**config.mk**
```make
export PLATFORM = sky130hd
export DESIGN_NAME = po2_dot_product_arbiter
export DESIGN_NICKNAME = d
export VERILOG_FILES = /design/src/rtl/po2_dot_product_arbiter.sv
export SDC_FILE = /design/constraint.sdc
export NUM_CORES = 1
export LEC_CHECK = 0
export CELL_PAD_IN_SITES_DETAIL_PLACEMENT = 1
export CELL_PAD_IN_SITES_GLOBAL_PLACEMENT = 1
export CORE_AREA = 2 2 155 157
export DETAILED_ROUTE_END_ITERATION = 10
export DIE_AREA = 0 0 157 159
export PLACE_DENSITY_LB_ADDON = 0.1
export SYNTH_ARGS = -nofsm -noshare
export SYNTH_HDL_FRONTEND = slang
export SYNTH_SLANG_ARGS = --single-unit
```
**constraint.sdc**
```tcl
create_clock -name clk -period 4.1 [get_ports clk]
set_input_delay 0.615 -clock clk [delete_from_list [all_inputs] [get_ports clk]]
set_output_delay 0.615 -clock clk [all_outputs]
set_load 0.05 [all_outputs]
```
**src/rtl/po2_dot_product_arbiter.sv**
```systemverilog
// Round-robin arbiter/sequencer that shares one power-of-two dot-product engine between N requesters.
// Latency: grant -> dp_start next cycle -> res_v one cycle after the engine's dp_out_v is seen in WAIT.
// Backpressure: one job in flight; req_ready stays 0 until res_out is taken with res_ready.
//
// Ports: clk/rst (async active-high), req_v/req_a/req_ready (requester side, one-hot accept),
//        dp_a/dp_start/dp_out/dp_out_v (engine side), res_out/res_id/res_v/res_ready/res_err
//        (result side), busy (not IDLE).
// Optional feature: define PO2_DP_ARB_TIMEOUT_EN to enable the WAIT watchdog (TIMEOUT cycles);
// without it res_err is tied low and WAIT holds until the engine answers.
module po2_dot_product_arbiter #(
   parameter int W       = 16,
   parameter int D       = 4,
   parameter int N       = 4,
   parameter int TIMEOUT = 64
) (
   input  logic                      clk,
   input  logic                      rst,
   input  logic [N-1:0]              req_v,
   input  logic [N*D*W-1:0]          req_a,
   output logic [N-1:0]              req_ready,
   output logic [D*W-1:0]            dp_a,
   output logic                      dp_start,
   input  logic signed [2*W-1:0]     dp_out,
   input  logic                      dp_out_v,
   output logic signed [2*W-1:0]     res_out,
   output logic [$clog2(N)-1:0]      res_id,
   output logic                      res_v,
   input  logic                      res_ready,
   output logic                      res_err,
   output logic                      busy
);

   localparam int IW = $clog2(N);

   typedef enum logic [1:0] {IDLE, ISSUE, WAIT, RESPOND} state_t;

   state_t        state;
   logic [IW-1:0] ptr;
   logic [IW-1:0] job_id;
   logic [IW-1:0] gnt_idx;
   logic [IW-1:0] cand;
   logic          gnt_any;

   // Scan from the pointer upward; N is a power of two so the IW-bit sum wraps mod N.
   // Descending loop so the last hit written is the closest one to the pointer.
   always_comb begin
      gnt_any = 1'b0;
      gnt_idx = '0;
      cand    = '0;
      for (int k = N - 1; k >= 0; k--) begin
         cand = ptr + IW'(k);
         if (req_v[cand]) begin
            gnt_any = 1'b1;
            gnt_idx = cand;
         end
      end
   end

   assign req_ready = (state == IDLE && gnt_any) ? (N'(1) << gnt_idx) : '0;
   assign busy      = (state != IDLE);

`ifdef PO2_DP_ARB_TIMEOUT_EN
   localparam int CW = $clog2(TIMEOUT + 1);
   logic [CW-1:0] cnt;
   logic          err_q;
   assign res_err = err_q;
`else
   localparam int unused_timeout = TIMEOUT;
   assign res_err = 1'b0;
`endif

   always_ff @(posedge clk or posedge rst) begin
      if (rst) begin
         state    <= IDLE;
         ptr      <= '0;
         job_id   <= '0;
         dp_a     <= '0;
         dp_start <= 1'b0;
         res_out  <= '0;
         res_id   <= '0;
         res_v    <= 1'b0;
`ifdef PO2_DP_ARB_TIMEOUT_EN
         cnt      <= '0;
         err_q    <= 1'b0;
`endif
      end else begin
         dp_start <= 1'b0;
         case (state)
            IDLE: begin
               // req_ready is exactly the granted bit, so gnt_any is the transfer.
               if (gnt_any) begin
                  dp_a     <= req_a[gnt_idx*D*W +: D*W];
                  job_id   <= gnt_idx;
                  ptr      <= gnt_idx + IW'(1);
                  dp_start <= 1'b1;
                  state    <= ISSUE;
               end
            end
            ISSUE: begin
               // dp_out_v seen here still belongs to the previous job; not sampled.
               state <= WAIT;
`ifdef PO2_DP_ARB_TIMEOUT_EN
               cnt   <= '0;
`endif
            end
            WAIT: begin
               if (dp_out_v) begin
                  res_out <= dp_out;
                  res_id  <= job_id;
                  res_v   <= 1'b1;
                  state   <= RESPOND;
               end
`ifdef PO2_DP_ARB_TIMEOUT_EN
               else if (cnt == CW'(TIMEOUT - 1)) begin
                  res_out <= '0;
                  res_id  <= job_id;
                  res_v   <= 1'b1;
                  err_q   <= 1'b1;
                  state   <= RESPOND;
               end else begin
                  cnt <= cnt + CW'(1);
               end
`endif
            end
            RESPOND: begin
               if (res_ready) begin
                  res_v <= 1'b0;
`ifdef PO2_DP_ARB_TIMEOUT_EN
                  err_q <= 1'b0;
`endif
                  state <= IDLE;
               end
            end
            default: state <= IDLE;
         endcase
      end
   end

endmodule

```
==> run summary, run 1 <==
SYNTH
----------------------------------------------------------------------------------------
Top cell type by total area after synthesis                                 sky130_fd_sc_hd__dfrtp_1
Count of different cell masters after synthesis                                       34
Netlist area before placement                                                   5710 µm²
Post-synth EDFFs                                                                       0
Count of mapped cells out of synthesis                                               556
Yosys reg bits                                                                       106
Post-Syn Nets                                                                        856
Yosys warning count                                                                    0
Cell types occupying the most area after synthesis                          sky130_fd_sc_hd__dfrtp_1 46%, sky130_fd_sc_hd__mux2i_1 11%, sky130_fd_sc_hd__o2bb2ai_1 9.8%
Commonest register cell after synthesis                                     sky130_fd_sc_hd__dfrtp_1
Fraction of the yosys area taken by sequential cells                               46.4%
Area share of the leading cell type in the synthesized netlist                     46.4%
Fraction of registers with async set or reset after synthesis                       100%
Post-Syn Area per Cell                                                          10.3 µm²

SETUP PATH
----------------------------------------------------------------------------------------
Type of origin of the critical path                                            input pin
Cell with the largest stage delay on the worst path                         sky130_fd_sc_hd__clkdlybuf4s50_1
Cell-by-cell listing of the critical path                                   clkdlybuf4s50_1 -> nor4_1 -> nand2b_1 -> inv_2 -> nand2_1 -> a21oi_1 -> buf_12
Reg-to-reg setup timing slack                                                    1.74 ns
CP max FO                                                                              9
Worst path required time                                                         3.48 ns
Startpoint-to-endpoint class of the critical path                              in -> out
Top cell family by delay on the critical path                               simple AND/OR/NAND/NOR gates
Endpoint class of the critical path                                           output pin
Crit-path max cell delay                                                         0.50 ns
Buffers and inverters on the worst path                                                3
Arrival time of the worst setup path                                             2.52 ns

FLOORPLAN
----------------------------------------------------------------------------------------
Site row count                                                                        56
Number of primary I/O pins                                                           402
Vert. Die Dim                                                                     159 µm
Chip width                                                                        157 µm
Area enclosed by the die boundary                                             25,000 µm²
Area inside the core boundary                                                 23,200 µm²
Starting density of the core                                                       24.6%

STA
----------------------------------------------------------------------------------------
Setup repair after global routing missed its margin                                   no
Max-slew violation total from the final report                                         0
Setup ws final                                                                  0.967 ns
Count of endpoints failing setup in the final report                                   0
Total Negative Setup Slacks                                                         0 ns
Achievable clock frequency                                                       319 MHz
Hold WS                                                                         0.508 ns
Max Clock Skew                                                                 0.0129 ns
Hold violation total from the final report                                             0
Worst-margin pin slew                                                           0.903 ns
Final worst path period need                                                     3.13 ns
Worst rel slew slack                                                               39.8%
Portion of the clock cycle consumed by the worst path in the final layout          76.4%

RUN STATUS
----------------------------------------------------------------------------------------
Result of the run                                                           complete, no violations

POWER AND IR DROP
----------------------------------------------------------------------------------------
Total Power                                                                      7.99 mW
Internal power                                                                   3.94 mW
Flop pwr share                                                                     23.5%
Power per Cell Area                                                           776 nW/µm²
Peak ir drop on the vdd network                                                 0.338 mV
Static leakage power                                                             4.14 nW
Clock network power share                                                          10.8%
Part of the total power dissipated in combinational logic                          65.7%
Fraction of power spent switching nets                                             50.7%
Switching power of the nets                                                      4.06 mW

JOB
----------------------------------------------------------------------------------------
Max capacitance violation total                                                        0

CTS
----------------------------------------------------------------------------------------
Max clock buf depth                                                                    2
CTS tree                                                                            done
Post-CTS sizing                                                                        0
Library cell used as clock root buffer                                      sky130_fd_sc_hd__clkbuf_16
Clock slew seen by the registers of the worst setup and hold paths               0.07 ns
Hold buffer count at CTS                                                               0
Insertion delay to the later sink of the worst-skew pair                         0.36 ns
# Post-CTS Setup Buffers                                                               0
Clock Sink Count                                                                     106
CTS H-tree depth                                                                       3
Num CTS Buffers                                                                        9

DETAILED ROUTING
----------------------------------------------------------------------------------------
Total iterations of the first detailed-routing run                                     4
Mean routed wirelength per cell                                                  19.3 µm
Number of routed nets with antenna violations                                          0
Post-Route WL                                                                  24,300 µm
Post-route DRC violation count                                                         0
Via density per instance                                                            4.70
DRC marker count from the first detailed-route iteration                             200
Total vias in the final route                                                      5,909

GLOBAL ROUTING
----------------------------------------------------------------------------------------
Via count of the first global-routing pass                                         6,505
Gr usage total                                                                     19.4%
Global-route wire length before repair                                         37,200 µm
Overall overflow remaining after global route                                          0
Initial antenna violation count                                                        1
Pin count of the biggest net entering global routing                                  69

FINAL LAYOUT
----------------------------------------------------------------------------------------
Area taken by flip-flops and latches                                            2650 µm²
Layout Area Growth over Synthesis                                                  80.3%
Area of the multi-input gates                                                   2780 µm²
Share of final-layout standard cells stronger than drive strength 1                7.59%
Nets                                                                               1,231
Post-route standard cell area excluding fillers                               10,300 µm²
Fill cell total of the finished layout                                             2,542

PLACED DESIGN
----------------------------------------------------------------------------------------
Port bufs                                                                            400
Pre-CTS worst setup slack                                                        1.01 ns
Final Wtd Congestion                                                               0.823
Hpwl dp                                                                        18,600 µm
Placed cell areas                                                             10,000 µm²

HOLD PATH
----------------------------------------------------------------------------------------
Type of the tightest min-delay check                                          reg -> reg

[stage by stage]
step,instances,utilization (%)
finish,1256,44.4
floorplan,556,-
global route,1256,44.4
CTS,1255,44.4
global placement,1239,43.2
detailed placement,1239,43.2
[flip-flops by register name, indices dropped and copies added (netlist names)]
name      count
dp_a         64
res_out      32
dp_start      1
state         2
res_id        2
ptr           2
res_v         1
job_id        2
[area by class of cell]
cell class	instances	share of cell area (%)
flip-flops and latches	106	25.8
repair buffers	411	40.3
diodes	1	0.0243
multi-input cells	396	27.0
well taps	319	3.87
inverters	7	0.279
clock inverters	6	0.498
clock buffers	10	2.32
[path summary, 6_finish.rpt]
| kind | start | to | cells past startpoint |
|---|---|---|---|
| worst max-delay path | req_v[3] | req_ready[1] | 7 |
| worst min-delay path | res_out[29] | res_out[29] | 1 |
| worst max register to register | state[0] | dp_a[12] | 7 |
| worst min register to register | res_out[29] | res_out[29] | 1 |
| max in group asynchronous | rst | dp_a[1] | 3 |
| min in group asynchronous | rst | res_out[19] | 2 |
[metal layers]
metal	track usage (%)	wire, µm	vias up
met5	0	0	-
met4	5.21	403	0
met3	6.21	2020	23
met2	34.8	12600	254
met1	21.9	9250	2861
li1	-	-	2771
[layout by cell type, fill, tap and decap left out, drive strengths merged, types with 2 or more instances in the layout]
cell	count
mux2i	65
nor2	2
nand2	136
inv	8
clkinvlp	3
clkdlybuf4s50	396
a21oi	3
buf	15
mux2	34
dfrtp	106
clkinv	2
o2bb2ai	64
a21boi	2
ha	4
nor2b	3
clkbuf	10
a31oi	64
o21ai	6
[synthesized netlist by cell type (2+ instances only)]
master                        n
sky130_fd_sc_hd__nand2_1    136
sky130_fd_sc_hd__dfrtp_1    106
sky130_fd_sc_hd__mux2i_1     65
sky130_fd_sc_hd__a31oi_1     64
sky130_fd_sc_hd__o2bb2ai_1   64
sky130_fd_sc_hd__mux2_2      34
sky130_fd_sc_hd__clkbuf_1    24
sky130_fd_sc_hd__buf_2       10
sky130_fd_sc_hd__inv_1        7
sky130_fd_sc_hd__o21ai_0      6
sky130_fd_sc_hd__buf_4        5
sky130_fd_sc_hd__ha_1         4
sky130_fd_sc_hd__a21oi_1      3
sky130_fd_sc_hd__buf_12       3
sky130_fd_sc_hd__nor2b_1      3
sky130_fd_sc_hd__buf_1        2
sky130_fd_sc_hd__buf_8        2
sky130_fd_sc_hd__nor2_1       2
[power by group through the flow]
stage	Sequential [mW]	Combinational, mW	Clock [mW]
final	1.88	5.25	0.865
after detailed placement	1.90	5.31	0
after floorplan	3.57	1.74	0
after global placement	1.87	5.23	0
after CTS	1.89	5.32	0.901
after global routing	1.96	5.58	0.941
[logic make-up (layout without fill, tap and decap cells)]
logic type / Yosys count / in the layout / synth area share, %
simple gates: 146 / 146 / 9.97
compound gates: 145 / 145 / 18.9
flops: 106 / 106 / 46.4
mux: 99 / 99 / 18.1
buf+inv: 54 / 434 / 5.48
fa+ha+maj: 4 / 4 / 0.876
other cells: 1 / 2 / 0.0657
xor+xnor: 1 / 1 / 0.153
Power figures use the tool's default switching activity.
==> run 2: changes to the inputs <==
Settings changed: CORE_AREA 2 2 155 157 to unset, CORE_MARGIN set to 1, CORE_UTILIZATION set to 22, DIE_AREA 0 0 157 159 to unset.
Clock period 4.1 ns to 2.5 ns, I/O delays scaled along.
==> run 2 against run 1 <==
Against the previous run:
- sequential cell count stayed put
- sequential share of layout area is 0.92 points lower
- highest routed layer unchanged
- sequential power is 64% higher
- register-to-register slack worse by 1.4 ns
- die area is 6.6% higher
- cell count is 2.9% higher
- critical path type unchanged
- clock power is 73% higher
- largest cell class unchanged
- core utilization is 2.2 points lower
- worst hold slack worse by 0.13 ns
- wire length is 2.0% higher
- count of clock-buffer cells in the layout stayed put
- global-route usage is 0.81 points lower
==> run summary, run 2 (same netlist as run 1, synthesis figures left out) <==
RUN STATUS
----------------------------------------------------------------------------------------
Result of the run                                                           complete, no violations

DETAILED ROUTING
----------------------------------------------------------------------------------------
Post-route DRC violation count                                                         0   unchanged
DRC marker count from the first detailed-route iteration                             209   +4.5%
Total iterations of the first detailed-routing run                                     4   unchanged
Mean routed wirelength per cell                                                  19.2 µm   -0.87%
Post-Route WL                                                                  24,800 µm   +2.0%
Total vias in the final route                                                      5,956   +0.80%
Number of routed nets with antenna violations                                          0   unchanged
Via density per instance                                                            4.61   -2.0%

SETUP PATH
----------------------------------------------------------------------------------------
CP max FO                                                                              5   -4
Endpoint class of the critical path                                           output pin
Top cell family by delay on the critical path                               buffers and inverters
Startpoint-to-endpoint class of the critical path                              in -> out
Type of origin of the critical path                                            input pin
Crit-path max cell delay                                                         0.50 ns   about the same
Worst path required time                                                         2.12 ns   -1.36 ns
Arrival time of the worst setup path                                             2.06 ns   -0.46 ns
Buffers and inverters on the worst path                                                2   -1
Cell-by-cell listing of the critical path                                   clkdlybuf4s50_1 -> nor2b_1 -> a221o_1 -> a21oi_4 -> and2_2 -> buf_12
Cell with the largest stage delay on the worst path                         sky130_fd_sc_hd__clkdlybuf4s50_1

PLACED DESIGN
----------------------------------------------------------------------------------------
Final Wtd Congestion                                                               0.777   -5.6%
Placed cell areas                                                             10,400 µm²   +3.5%
Port bufs                                                                            400   unchanged
Cell count after placement                                                         1,275   +2.9%
Hpwl dp                                                                        18,600 µm   -0.13%

JOB
----------------------------------------------------------------------------------------
Max capacitance violation total                                                        0   unchanged

FLOORPLAN
----------------------------------------------------------------------------------------
Site row count                                                                        58   +3.6%
Area inside the core boundary                                                 25,300 µm²   +9.2%
Chip width                                                                        163 µm   +3.9%
Area enclosed by the die boundary                                             26,600 µm²   +6.6%
Number of primary I/O pins                                                           402   unchanged
Vert. Die Dim                                                                     163 µm   +2.6%
Starting density of the core                                                       22.6%   -2.1 points

FINAL LAYOUT
----------------------------------------------------------------------------------------
Biggest register                                                                    dp_a
Share of final-layout standard cells stronger than drive strength 1                10.9%   +3.3 points
Commonest non-fill, non-tap cell in the layout                              sky130_fd_sc_hd__clkdlybuf4s50_1
Post-route standard cell area excluding fillers                               10,700 µm²   +3.8%
Final core area utilization                                                        42.2%   -2.2 points
Nets                                                                               1,257   +2.1%
Antenna diode count                                                                    0   -1
Layout Area Growth over Synthesis                                                  87.1%
Number of non-filler instances in the completed layout                             1,292   +2.9%
Commonest cells after routing, fill and taps aside                          396 x sky130_fd_sc_hd__clkdlybuf4s50_1, 136 x sky130_fd_sc_hd__nand2_1, 105 x sky130_fd_sc_hd__dfrtp_1
Number of flip-flops in the largest register                                          64   unchanged
Largest registers in the final layout                                       dp_a x64, res_out x32

GLOBAL ROUTING
----------------------------------------------------------------------------------------
Overall overflow remaining after global route                                          0   unchanged
Via count of the first global-routing pass                                         6,380   -1.9%
Global-route wire length before repair                                         37,400 µm   +0.74%
Pin count of the biggest net entering global routing                                  66   -4.3%
Global routing usage on met1                                                       21.7%   -0.23 points
Met2 track demand over resource in global routing                                  32.5%   -2.3 points
Gr usage total                                                                     18.6%   -0.81 points
Initial antenna violation count                                                        0   -1
Layer with the highest usage                                                        met2
GR Layer Usage met3                                                                5.18%   -1.0 points

CTS
----------------------------------------------------------------------------------------
CTS tree                                                                            done
Num CTS Buffers                                                                        9   unchanged
Hold buffer count at CTS                                                               0   unchanged
Insertion delay to the later sink of the worst-skew pair                         0.36 ns   about the same
Max clock buf depth                                                                    2   unchanged
Clock Sink Count                                                                     106   unchanged
Clock slew seen by the registers of the worst setup and hold paths               0.08 ns   about the same
CTS H-tree depth                                                                       3   unchanged
Library cell used as clock root buffer                                      sky130_fd_sc_hd__clkbuf_16

STA
----------------------------------------------------------------------------------------
Max-slew violation total from the final report                                         0   unchanged
Total Negative Setup Slacks                                                         0 ns   unchanged
Count of endpoints failing setup in the final report                                   0   unchanged
Worst-margin pin slew                                                           0.586 ns   -0.316 ns
Max Clock Skew                                                                 0.0110 ns   -0.00192 ns
Portion of the clock cycle consumed by the worst path in the final layout          97.3%
Hold violation total from the final report                                             0   unchanged
Achievable clock frequency                                                       411 MHz
Worst rel slew slack                                                               60.8%   +21 points
Setup repair after global routing missed its margin                                  yes
Final worst path period need                                                     2.43 ns

POWER AND IR DROP
----------------------------------------------------------------------------------------
Total Power                                                                      13.6 mW   +71%
Power per Cell Area                                                          1280 nW/µm²   +64%
Static leakage power                                                             4.33 nW   +4.5%
Peak ir drop on the vdd network                                                 0.727 mV   +120%

HOLD PATH
----------------------------------------------------------------------------------------
Type of the tightest min-delay check                                         in -> async

run 2: routing by layer:
metal  part of all wire, %  vias to the layer above  wire length [µm]
met1                    40                     2845              9910
met2                    50                      258             12300
met4                   2.0                        0               499
met5                     0                        -                 0
met3                   8.2                       25              2020
li1                      -                     2828                 -
run 2: power breakdown:
part / leakage, nW / internal (mW) / switching [mW]
Combinational: 2.98 / 3.49 / 5.57
Clock: 0.150 / 0.738 / 0.758
Sequential: 1.20 / 2.60 / 0.485
Total: 4.33 / 6.83 / 6.81
run 2: path summary, 6_finish.rpt:
| path | startpoint | to | slack [ns] | cells past startpoint |
|---|---|---|---|---|
| min in group clk | job_id[1] | job_id[1] | 0.49 | 1 |
| min | rst | res_out[6] | 0.37 | 2 |
| min reg2reg | job_id[1] | job_id[1] | 0.49 | 1 |
| max | req_v[2] | req_ready[0] | 0.07 | 6 |
| max in group asynchronous | rst | dp_a[33] | 1.42 | 3 |
| max reg2reg | ptr[1] | dp_a[35] | 0.31 | 8 |
run 2: worst register-to-register path: stages, from the launching register on:
cell and delay (ns):
sky130_fd_sc_hd__dfrtp_2 0.46, sky130_fd_sc_hd__or3b_1 0.45, sky130_fd_sc_hd__o221ai_4 0.15, sky130_fd_sc_hd__buf_12 0.15
sky130_fd_sc_hd__buf_6 0.22, sky130_fd_sc_hd__buf_4 0.23, sky130_fd_sc_hd__mux2i_1 0.22, sky130_fd_sc_hd__o2bb2ai_1 0.13
sky130_fd_sc_hd__a31oi_1 0.05
run 2: area by class of cell:
type	instances	area, µm²
fillers	2824	14600
repair buffers	437	4490
well taps	330	413
clock buffers	10	239
flip-flops and latches	106	2650
inverters	7	30.0
multi-input cells	396	2800
clock inverters	6	65.1
run 2: per-stage QoR:
step,worst slack (ns),hold WS (ns)
global route,-0.0196,0.387
floorplan,0.156,0.443
CTS,0.0323,0.363
finish,0.0667,0.374
detailed placement,0.00219,0.475
global placement,-0.00297,0.467
run 2: what timing repair did:
action,4_1_cts,5_1_grt
setup endpoints to repair,2,5
setup buffers,1,0
resized for setup,1,7
==> run 3: changes to the inputs <==
--- a/config.mk
+++ b/config.mk
@@ -11,4 +11,5 @@
 export CORE_UTILIZATION = 22
 export DETAILED_ROUTE_END_ITERATION = 10
+export GPL_ROUTABILITY_DRIVEN = 0
 export PLACE_DENSITY_LB_ADDON = 0.1
 export SYNTH_ARGS = -nofsm -noshare
==> constraint.sdc (replaced) <==
create_clock -name clk -period 2.5 [get_ports clk]
set_input_delay 0.375 -clock clk [delete_from_list [all_inputs] [get_ports clk]]
set_output_delay 0.375 -clock clk [all_outputs]
set_load 0.005 [all_outputs]
==> run 3 against run 2 <==
Against the previous run:
- clock power shrank 3%
- cell count shrank 0.54%
- via count shrank 1.2%
- count of clock-buffer cells in the layout shrank 1
- largest power group unchanged
==> run summary, run 3 (same netlist as run 1, synthesis figures left out) <==
RUN STATUS
----------------------------------------------------------------------------------------
Result of the run                                                           complete, no violations

STA
----------------------------------------------------------------------------------------
Hold WS                                                                         0.495 ns   +0.120 ns
Setup repair after global routing missed its margin                                   no
Setup ws final                                                                  0.150 ns   +0.0830 ns
Portion of the clock cycle consumed by the worst path in the final layout          94.0%   -3.3 points
Max-slew violation total from the final report                                         0   unchanged
Max Clock Skew                                                                 0.0149 ns   +0.00393 ns
Final worst path period need                                                     2.35 ns   -0.0830 ns
Count of endpoints failing setup in the final report                                   0   unchanged
Achievable clock frequency                                                       425 MHz   +3.5%
Hold violation total from the final report                                             0   unchanged
Worst-margin pin slew                                                           0.856 ns   +0.270 ns
Total Negative Setup Slacks                                                         0 ns   unchanged
Worst rel slew slack                                                               42.9%   -18 points

SETUP PATH
----------------------------------------------------------------------------------------
Endpoint class of the critical path                                           output pin
Type of origin of the critical path                                            input pin
Critical Path Start                                                             req_v[1]
Startpoint-to-endpoint class of the critical path                              in -> out
Crit-path max cell delay                                                         0.55 ns   +0.05 ns
Cell with the largest stage delay on the worst path                         sky130_fd_sc_hd__clkdlybuf4s50_1
Critical path depth                                                                    6   unchanged
Cell-by-cell listing of the critical path                                   clkdlybuf4s50_1 -> nor2b_1 -> a221o_1 -> a21oi_4 -> and2_1 -> dlygate4sd2_1
Buffers and inverters on the worst path                                                2   unchanged
Arrival time of the worst setup path                                             1.98 ns   -0.08 ns
Worst path required time                                                         2.12 ns   about the same
CP max FO                                                                              5   unchanged
Top cell family by delay on the critical path                               buffers and inverters
Critical Path Sink                                                          req_ready[0]
Number of cells on the worst reg-to-reg path                                           7   -1
Reg-to-reg setup timing slack                                                    0.41 ns   +0.10 ns
Startpoint of the lowest-slack register-to-register path                          ptr[1]
Endpoint of the most critical register-to-register path                         dp_a[61]

FLOORPLAN
----------------------------------------------------------------------------------------
Starting density of the core                                                       22.6%   unchanged
Number of primary I/O pins                                                           402   unchanged
Area inside the core boundary                                                 25,300 µm²   unchanged
Chip width                                                                        163 µm   unchanged
Site row count                                                                        58   unchanged
Vert. Die Dim                                                                     163 µm   unchanged
Area enclosed by the die boundary                                             26,600 µm²   unchanged

FINAL LAYOUT
----------------------------------------------------------------------------------------
Biggest register                                                                    dp_a
Area of the multi-input gates                                                   2790 µm²   -0.54%
Antenna diode count                                                                    0   unchanged
Final core area utilization                                                        41.3%   -0.88 points
Number of flip-flops in the largest register                                          64   unchanged
Layout Area Growth over Synthesis                                                  83.2%
Share of final-layout standard cells stronger than drive strength 1                9.42%   -1.5 points
Nets                                                                               1,250   -0.56%
Largest registers in the final layout                                       dp_a x64, res_out x32
Fill cell total of the finished layout                                             2,821   -0.11%
Area taken by flip-flops and latches                                            2650 µm²   unchanged
Commonest non-fill, non-tap cell in the layout                              sky130_fd_sc_hd__clkdlybuf4s50_1
Commonest cells after routing, fill and taps aside                          395 x sky130_fd_sc_hd__clkdlybuf4s50_1, 136 x sky130_fd_sc_hd__nand2_1, 105 x sky130_fd_sc_hd__dfrtp_1, 65 x sky130_fd_sc_hd__mux2i_1

POWER AND IR DROP
----------------------------------------------------------------------------------------
Peak ir drop on the vdd network                                                 0.547 mV   -25%
Power per Cell Area                                                           995 nW/µm²   -22%
Static leakage power                                                             4.25 nW   -2.0%
Total Power                                                                      10.4 mW   -24%

DETAILED ROUTING
----------------------------------------------------------------------------------------
Post-route DRC violation count                                                         0   unchanged
Via density per instance                                                            4.58   -0.62%
Total vias in the final route                                                      5,887   -1.2%
Total iterations of the first detailed-routing run                                     4   unchanged
Met2 wire length                                                               12,600 µm   +2.0%
Number of routed nets with antenna violations                                          0   unchanged
Metal3 WL                                                                        2030 µm   +0.45%
DRC marker count from the first detailed-route iteration                             183   -12%
Post-Route WL                                                                  24,500 µm   -1.0%
Mean routed wirelength per cell                                                  19.1 µm   -0.47%
Top routing layer in use                                                            met4
Detailed-route wire length on metal 1                                            9470 µm   -4.4%

CTS
----------------------------------------------------------------------------------------
CTS tree                                                                            done
Clock slew seen by the registers of the worst setup and hold paths               0.08 ns   about the same
Hold buffer count at CTS                                                               0   unchanged
# Post-CTS Setup Buffers                                                               0   -1
CTS H-tree depth                                                                       3   unchanged
Insertion delay to the later sink of the worst-skew pair                         0.36 ns   about the same
Max clock buf depth                                                                    2   unchanged
Library cell used as clock root buffer                                      sky130_fd_sc_hd__clkbuf_16
Num CTS Buffers                                                                        9   unchanged
Clock Sink Count                                                                     106   unchanged

JOB
----------------------------------------------------------------------------------------
Max capacitance violation total                                                        0   unchanged

GLOBAL ROUTING
----------------------------------------------------------------------------------------
Pin count of the biggest net entering global routing                                 107   +62%
Initial antenna violation count                                                        0   unchanged
Overall overflow remaining after global route                                          0   unchanged
Gr usage total                                                                     18.4%   -0.11 points
Via count of the first global-routing pass                                         6,396   +0.25%
Global-route wire length before repair                                         37,100 µm   -0.88%

HOLD PATH
----------------------------------------------------------------------------------------
Type of the tightest min-delay check                                         in -> async

PLACED DESIGN
----------------------------------------------------------------------------------------
Pre-CTS worst setup slack                                                      -0.179 ns   -0.181 ns
Port bufs                                                                            400   unchanged
Hpwl dp                                                                        18,200 µm   -2.1%

run 3: repair_timing:
action / in CTS / in global routing
hold endpoints to repair: 0 / 0
resized for setup: 9 / 0
setup endpoints to repair: 4 / 0
run 3: cell type report:
class                           instances  area share (%)
Clock buffer                            9            2.15
Clock inverter                          7           0.574
Inverter                                7           0.287
Multi-Input combinational cell        396            26.6
Sequential cell                       106            25.4
Tap cell                              330            3.95
Timing Repair Buffer                  430            41.1
run 3: worst min-delay path by stage:
| stage | slack (ns) | from | cells after the start | endpoint |
|---|---|---|---|---|
| floorplan | 0.44 | job_id[0] | 2 | job_id[0] |
| global placement | 0.48 | res_out[10] | 1 | res_out[10] |
| detailed placement | 0.49 | res_out[5] | 1 | res_out[5] |
| CTS | 0.51 | res_out[5] | 1 | res_out[5] |
| global route | 0.52 | res_out[18] | 1 | res_out[18] |
| finish | 0.49 | rst | 3 | res_out[10] |
run 3: worst reg2reg max path: stages, from the launching register on:
cell and delay (ns):
sky130_fd_sc_hd__dfrtp_2 0.46, sky130_fd_sc_hd__or3b_4 0.43, sky130_fd_sc_hd__o221ai_4 0.08, sky130_fd_sc_hd__buf_4 0.24
sky130_fd_sc_hd__buf_12 0.24, sky130_fd_sc_hd__mux2i_1 0.31, sky130_fd_sc_hd__o2bb2ai_1 0.15, sky130_fd_sc_hd__a31oi_1 0.06
run 3: metrics by stage:
step                cell area, µm²  cells
floorplan                     5720    556
global placement             10200   1269
detailed placement           10200   1269
CTS                          10500   1285
global route                 10500   1285
finish                       10500   1285
run 3: power breakdown:
part	total (mW)	internal (mW)	switching, mW
clock	1.46	0.698	0.764
sequential	3.08	2.60	0.483
combinational	5.87	3.28	2.59
run 3: metal layers:
metal	vias up	track usage [%]
met5	-	0
met4	0	5.61
met3	18	5.31
met2	234	33.2
met1	2823	20.9
li1	2812	-
